File: src/rtl/subtractor_32_seq.sv
// Multi-cycle unsigned subtractor: a - b - borrow_in, one CHUNK-bit slice per clock, LSB first.
// Optional signed-overflow flag enabled by defining SUBTRACTOR_32_SEQ_OVF_EN.
module subtractor_32_seq #(
    parameter int WIDTH = 32,
    parameter int CHUNK = 8
) (
    input  logic             clk,
    input  logic             rst,
    input  logic             in_valid,
    output logic             in_ready,
    input  logic [WIDTH-1:0] a,
    input  logic [WIDTH-1:0] b,
    input  logic             borrow_in,
    output logic             out_valid,
    input  logic             out_ready,
    output logic [WIDTH-1:0] d,
    output logic             borrow_out,
    output logic             ovf
);
    localparam int NCHUNK = WIDTH / CHUNK;
    localparam int IDX_W  = (NCHUNK > 1) ? $clog2(NCHUNK) : 1;

    typedef enum logic [1:0] {IDLE, BUSY, DONE} state_t;

    state_t            state_reg, state_next;
    logic [WIDTH-1:0]  a_reg, b_reg, d_reg, d_next;
    logic              brw_reg, borrow_out_reg;
    logic [IDX_W-1:0]  idx_reg;
    logic [CHUNK-1:0]  a_slice [NCHUNK];
    logic [CHUNK-1:0]  b_slice [NCHUNK];
    logic [CHUNK:0]    diff;
    logic              last_slice;

    // Slice views of the latched operands, and the difference vector with the active slice replaced.
    generate
        for (genvar gi = 0; gi < NCHUNK; gi++) begin : g_slice
            assign a_slice[gi] = a_reg[gi*CHUNK +: CHUNK];
            assign b_slice[gi] = b_reg[gi*CHUNK +: CHUNK];
            assign d_next[gi*CHUNK +: CHUNK] = (idx_reg == IDX_W'(gi)) ? diff[CHUNK-1:0]
                                                                        : d_reg[gi*CHUNK +: CHUNK];
        end
    endgenerate

    // The extra top bit of the CHUNK+1 result is the borrow into the next slice.
    assign diff       = {1'b0, a_slice[idx_reg]} - {1'b0, b_slice[idx_reg]} - {{CHUNK{1'b0}}, brw_reg};
    assign last_slice = (idx_reg == IDX_W'(NCHUNK - 1));

    always_comb begin
        state_next = state_reg;
        unique case (state_reg)
            IDLE:    if (in_valid)   state_next = BUSY;
            BUSY:    if (last_slice) state_next = DONE;
            DONE:    if (out_ready)  state_next = IDLE;
            default:                 state_next = IDLE;
        endcase
    end

    always_comb begin
        in_ready  = (state_reg == IDLE);
        out_valid = (state_reg == DONE);
    end

    always_ff @(posedge clk) begin
        if (rst) begin
            state_reg      <= IDLE;
            a_reg          <= '0;
            b_reg          <= '0;
            d_reg          <= '0;
            brw_reg        <= 1'b0;
            borrow_out_reg <= 1'b0;
            idx_reg        <= '0;
        end else begin
            state_reg <= state_next;
            case (state_reg)
                IDLE: if (in_valid) begin
                    a_reg          <= a;
                    b_reg          <= b;
                    brw_reg        <= borrow_in;
                    d_reg          <= '0;
                    idx_reg        <= '0;
                    borrow_out_reg <= 1'b0;
                end
                BUSY: begin
                    d_reg   <= d_next;
                    brw_reg <= diff[CHUNK];
                    idx_reg <= last_slice ? '0 : idx_reg + IDX_W'(1);
                    if (last_slice) borrow_out_reg <= diff[CHUNK];
                end
                default: ;
            endcase
        end
    end

`ifdef SUBTRACTOR_32_SEQ_OVF_EN
    logic ovf_reg;

    // Operand signs differ and the result sign departs from the minuend: evaluated on the top slice.
    always_ff @(posedge clk) begin
        if (rst) begin
            ovf_reg <= 1'b0;
        end else if (state_reg == IDLE && in_valid) begin
            ovf_reg <= 1'b0;
        end else if (state_reg == BUSY && last_slice) begin
            ovf_reg <= (a_reg[WIDTH-1] != b_reg[WIDTH-1]) & (diff[CHUNK-1] != a_reg[WIDTH-1]);
        end
    end

    assign ovf = ovf_reg;
`else
    assign ovf = 1'b0;
`endif

    assign d          = d_reg;
    assign borrow_out = borrow_out_reg;

endmodule
File: config.mk
export PLATFORM = sky130hd
export DESIGN_NAME = subtractor_32_seq
export DESIGN_NICKNAME = d
export VERILOG_FILES = /design/src/rtl/subtractor_32_seq.sv
export SDC_FILE = /design/constraint.sdc
export NUM_CORES = 1
export LEC_CHECK = 0
export BUFFER_PORTS_ARGS = -buffer_cell sky130_fd_sc_hd__buf_4
export CELL_PAD_IN_SITES_DETAIL_PLACEMENT = 1
export CELL_PAD_IN_SITES_GLOBAL_PLACEMENT = 1
export CORE_MARGIN = 4
export CORE_UTILIZATION = 43
export DETAILED_ROUTE_END_ITERATION = 16
export PLACE_DENSITY = 0.82
export SYNTH_ARGS = -nofsm -noshare
export SYNTH_HDL_FRONTEND = slang
export SYNTH_SLANG_ARGS = --single-unit
File: constraint.sdc
create_clock -name clk -period 8.05 [get_ports clk]
set_input_delay 0.4025 -clock clk [delete_from_list [all_inputs] [get_ports clk]]
set_output_delay 0.4025 -clock clk [all_outputs]
set_load 0.02 [all_outputs]
=== Word-level counts from Yosys, hierarchy flattened ===
Index checks and enable logic that the tools add are counted.

* Reductions and logical operators: 10
* Order comparisons: 1
* Add/subtract/negate cells: 3
* Shift-type cells: 0
* Bitwise logic cells: 1
* Equality and inequality tests: 11
* Mux-type cells: 24
* Divide/modulo/power cells: 0
* $mul: 0

{| class="wikitable"
|+ Operator list
! operator !! count
|-
| $mux W8 || 8
|-
| $pmux W32 S2 || 1
|-
| $bmux W8 S2 || 2
|-
| $mux W32 || 1
|-
| $reduce_and A3 Y1 || 5
|-
| $mux W2 || 5
|-
| $ne A2 B2 Y1 const B || 5
|-
| $sub A8 B8 Y9 || 1
|-
| $sub A9 B1 Y9 || 1
|-
| $eq A2 B2 Y1 const B || 3
|-
| $pmux W2 S3 || 1
|-
| $eq A2 B1 Y1 const B || 2
|-
| $logic_not A2 Y1 || 2
|-
| $pmux W1 S2 || 2
|-
| $pmux W2 S2 || 1
|-
| $reduce_and A2 Y1 || 2
|-
| $ge A3 B3 Y1 const B || 1
|-
| $mux W1 || 3
|-
| $not A2 Y3 || 1
|-
| $add A2 B1 Y2 const B || 1
|-
| $ne A2 B1 Y1 const B || 1
|-
| $reduce_bool A2 Y1 || 1
|}

* Bits in registers: 102
* Bits in read-only memories: 0
* Latch bits: 0
* RAM bits: 0
* Memories: 0
* Input port bits: 69
* Logic and storage cells: 60

=== Logic depth before layout (Yosys ltp) ===
* Depth in word-level cells: 8
* Mapped depth: 12
* Mapped depth without buffers: 10

=== Worst setup path after synthesis ===
No wires, ideal clock.

* Path kind: flip-flop to flip-flop
* Start point: reg idx_reg[1]
* End point: reg brw_reg
* Setup slack: 4696 ps
* Arrival time: 3269 ps
* Stages on the path, launching flop included: 11
* Path buffers: 2
* Clock period less this slack: 3354 ps
* Path through: dfxtp_1 buf_2 clkbuf_1 mux4_1 fa_1 fa_1 nand2b_1 a2111o_1 a41o_1 xor2_1 a211oi_1

* Cells in the longest elaborated chain, start to end: 7
* Elaborated cells between the ends (all ways): 10
* Classes of those cells: add/sub: 2; mux: 7; bitwise: 1

{| class="wikitable"
|+ RTL lines
! what !! line !! source
|-
| from (decl) || 28 || <nowiki>logic [IDX_W-1:0] idx_reg;</nowiki>
|-
| from (signal assigned) || 86 || <nowiki>idx_reg <= last_slice ? '0 : idx_reg + IDX_W'(1);</nowiki>
|-
| $not A2 Y3 (implied by the code) * || 45 || <nowiki>assign diff = {1'b0, a_slice[idx_reg]} - {1'b0, b_slice[idx_reg]} - {{CHUNK{1'b0}}, brw_reg};</nowiki>
|-
| $bmux W8 S2 || 45 ||
|-
| $mux W8 (implied by the code) (2 in series) || 45 ||
|-
| $sub A8 B8 Y9 * || 45 ||
|-
| $sub A9 B1 Y9 * || 45 ||
|-
| $pmux W1 S2 * || 74 || <nowiki>case (state_reg)</nowiki>
|-
| to (signal assigned) || 78 || <nowiki>brw_reg <= borrow_in;</nowiki>
|-
| to (signal assigned) || 85 || <nowiki>brw_reg <= diff[CHUNK];</nowiki>
|-
| to (decl) || 27 || <nowiki>logic brw_reg, borrow_out_reg;</nowiki>
|}

Every way passes the cells marked *; elsewhere a longest branch is shown, timed or not. The select of a mux whose other input is x is not followed.
A chain may end at the register's enable or synchronous reset.

=== Worst setup path after layout ===
* Start point: reg idx_reg[0]
* End point: reg brw_reg

Same word-level chain as after synthesis.

==> impl_metrics.yaml <==
status:
  status: "completed"
power_and_ir_drop:
  internal-power_uw: 796.3
  p_total_mw: 1.154
  p_comb_share_pct: 22.7
  leakagePower_nw: 2.319
  p_seq_share_pct: 48.5
  peakVddDrop_v: 0.00009628
  powerDensity_mw_per_mm2: 204.9
  p_switching_uw: 357.7
  swShare_pct: 31.00
  pwr-share-clk_pct: 28.7
global_route:
  grt_pass1_vias: 4188
  grt_max_degree: 108
  track_usage_pct: 19.64
  antenna_found_initial: 0
  overflow: 0
  grt_pass1_wl_um: 20210
setup_path:
  worst_r2r_path_depth: 8
  r2r-end: "brw_reg"
  cp_cell_sequence: "mux4_1 > fa_1 > fa_1 > nand2b_1 > a2111o_1 > a41o_1 > xor2_1 > a211oi_1"
  critPathMaxStageDelay_ns: 1.05
  crit_type: "reg2reg"
  crit_fanout: 21
  r2r-start: "idx_reg[0]"
  crit_buf_inv: 0
  cp_slowest_cell: "dfxtp_1"
  worstSetupEndpointType: "flip-flop"
  critPathRequiredTime_ns: 8.32
  crit_path_frequent_cell: "fa_1"
  crit_arrival_ns: 4.29
  path_delay_family: "flip-flops"
  rrSetupSlack_ns: 4.03
  start_kind: "flip-flop"
timing:
  post-route-period-util_pct: 49.91
  drv_slew: 0
  fin_crit_ns: 4.018
  maxSlewHeadroom_pct: 17.91
  fmax_mhz: 248.9
  timing.final.ws_setup_ns: 4.032
  skew_ns: 0.01969
  setup_viol: 0
  finalHoldViolCount: 0
  tightest_slew_ns: 1.231
  setup-tns-final_ns: 0
  rsz0062_at_grt: "false"
  whs_ns: 0.2679
cts:
  cts_setup_buffers: 0
  cts.path.max_buffers: 2
  tritoncts: "built"
  cts_resized: 0
  numCtsBuffers: 9
  clk_pin_slew_ns: 0.11
  clock-sinks: 102
  clock_latency_ns: 0.37
  htreeDepth: 3
  cts_root_buf: "clkbuf_8"
  holdBufCountCts: 0
final_layout:
  syn_to_final_growth_pct: 20.99
  finish.utilization_pct: 54.07
  antenna_cells: 0
  fin_cells: 766
  drive_gt1_share_pct: 20.95
  n_fill_cell: 1270
  layout.nets: 712
  fin_area_mm2: 0.005632
synthesis:
  syn_nets: 638
  yosys.area_share.simple_pct: 19.09
  post-synth-top-area-cell: "dfxtp_1"
  ys_warn_count: 0
  syn_inst: 551
  synth_compound_area_share_pct: 17.15
  synthMuxAreaShare_pct: 8.387
  yosysSeqAreaShare_pct: 43.87
  ys_types: 41
  yosys.cell_count.top_type: "nand2_1"
  synth_top_family_by_area: "simple AND/OR/NAND/NOR gates"
  ys_seq_elements: 102
  synthTopCellsByArea: "dfxtp_1 (44%), nand2_1 (13%), a21oi_1 (9.7%), mux4_1 (4.5%), ha_1 (4.3%)"
  dominantRegCellSynth: "dfxtp_1"
  synth_edf_count: 0
  synthArstFlopShare_pct: 0
  syn-cell-area_mm2: 0.004654
  synth_fa_ha_area_share_pct: 5.161
  synth_common_cells: "nand2_1 (155), dfxtp_1 (102), a21oi_1 (90), clkbuf_1 (30), inv_1 (23)"
  syn_area_per_cell_um2: 8.447
  synth_xor_area_share_pct: 0.5645
  synth_top_area_share_pct: 43.87
min_path:
  hold_path_class: "in2reg"
  hold_start: "a[3]"
  hold_end: "a_reg[3]"
  hold_path_depth: 3
die:
  boundaryPins: 105
  fp-row-count: 37
  core_area_mm2: 0.01042
  fp.dieH_um: 112.0
  initial_utilization_pct: 44.68
  die-area_mm2: 0.01255
  chipWidth_um: 112.0
detailed_routing:
  avgRoutedWirePerCell_um: 16.09
  drt_first_iter_violations: 166
  vias: 4021
  detail_route.vias_per_cell: 5.249
  post-route-drc-count: 0
  drt-pass1-iter-count: 4
  ant_nets: 0
  wl_um: 12330
placed_design:
  place_area_mm2: 0.005434
  place_ws_ns: 4.059
  dp_hpwl_um: 9008
  gp_congestion: 0.8382
  dp_cells: 750
  io_buffers: 103
flow_run:
  maxCapViolations: 0
## worst max path at each step
stage                    start  endpoint  slack (ns)  cells past startpoint
floorplan           idx_reg[1]   brw_reg        4.70                     10
global placement    idx_reg[0]   brw_reg        4.18                      8
detailed placement  idx_reg[0]   brw_reg        4.06                      8
CTS                 idx_reg[0]   brw_reg        4.03                      8
global route        idx_reg[0]   brw_reg        3.85                      8
finish              idx_reg[0]   brw_reg        4.03                      8
## power groups by stage
stage          Sequential (mW)  Combinational, mW  Clock, mW
2_1_floorplan            0.575              0.167          0
3_3_place_gp             0.570              0.252          0
3_5_place_dp             0.572              0.261          0
4_1_cts                  0.560              0.264      0.335
5_1_grt                  0.565              0.292      0.359
6_report                 0.560              0.262      0.331
## metal layers
metal  track usage [%]  wire (um)  vias up
met4             5.929        242        0
li1                  -          -     2006
met3             4.205        546       26
met1             25.29       5501     1886
met2             33.29       6037      103
met5                 0          0        -
## tightest hold or removal path: stages
cell     delay [ns]
buf_4          0.11
nand2_1        0.05
a21oi_1        0.05
## final cells by class
| class | count | area, um^2 | share of cell area [%] |
|---|---|---|---|
| Clock buffer | 11 | 131.4 | 2.333 |
| Clock inverter | 5 | 66.31 | 1.178 |
| Inverter | 23 | 86.33 | 1.533 |
| Multi-Input combinational cell | 385 | 2355 | 41.81 |
| Sequential cell | 102 | 2042 | 36.26 |
| Tap cell | 136 | 170.2 | 3.022 |
| Timing Repair Buffer | 104 | 780.7 | 13.86 |
## cells in the final DEF, fill, tap and decap left out, types with 9 or more instances in the layout
cell type | netlist | routed
a21oi_1 | 90 | 90
clkbuf_8 | 0 | 9
dfxtp_1 | 102 | 102
ha_1 | 16 | 16
o21ai_0 | 21 | 21
buf_4 | 1 | 104
nor2_1 | 17 | 16
nand2_1 | 155 | 155
nand3b_1 | 13 | 13
inv_1 | 23 | 23
## kinds of logic after synthesis
family	after synthesis
buf+inv	64
compound gates	138
flops	102
xor+xnor	3
simple gates	209
fa+ha+maj	18
mux	16
other cells	1
No activity file was read; power rests on OpenSTA's default activity.
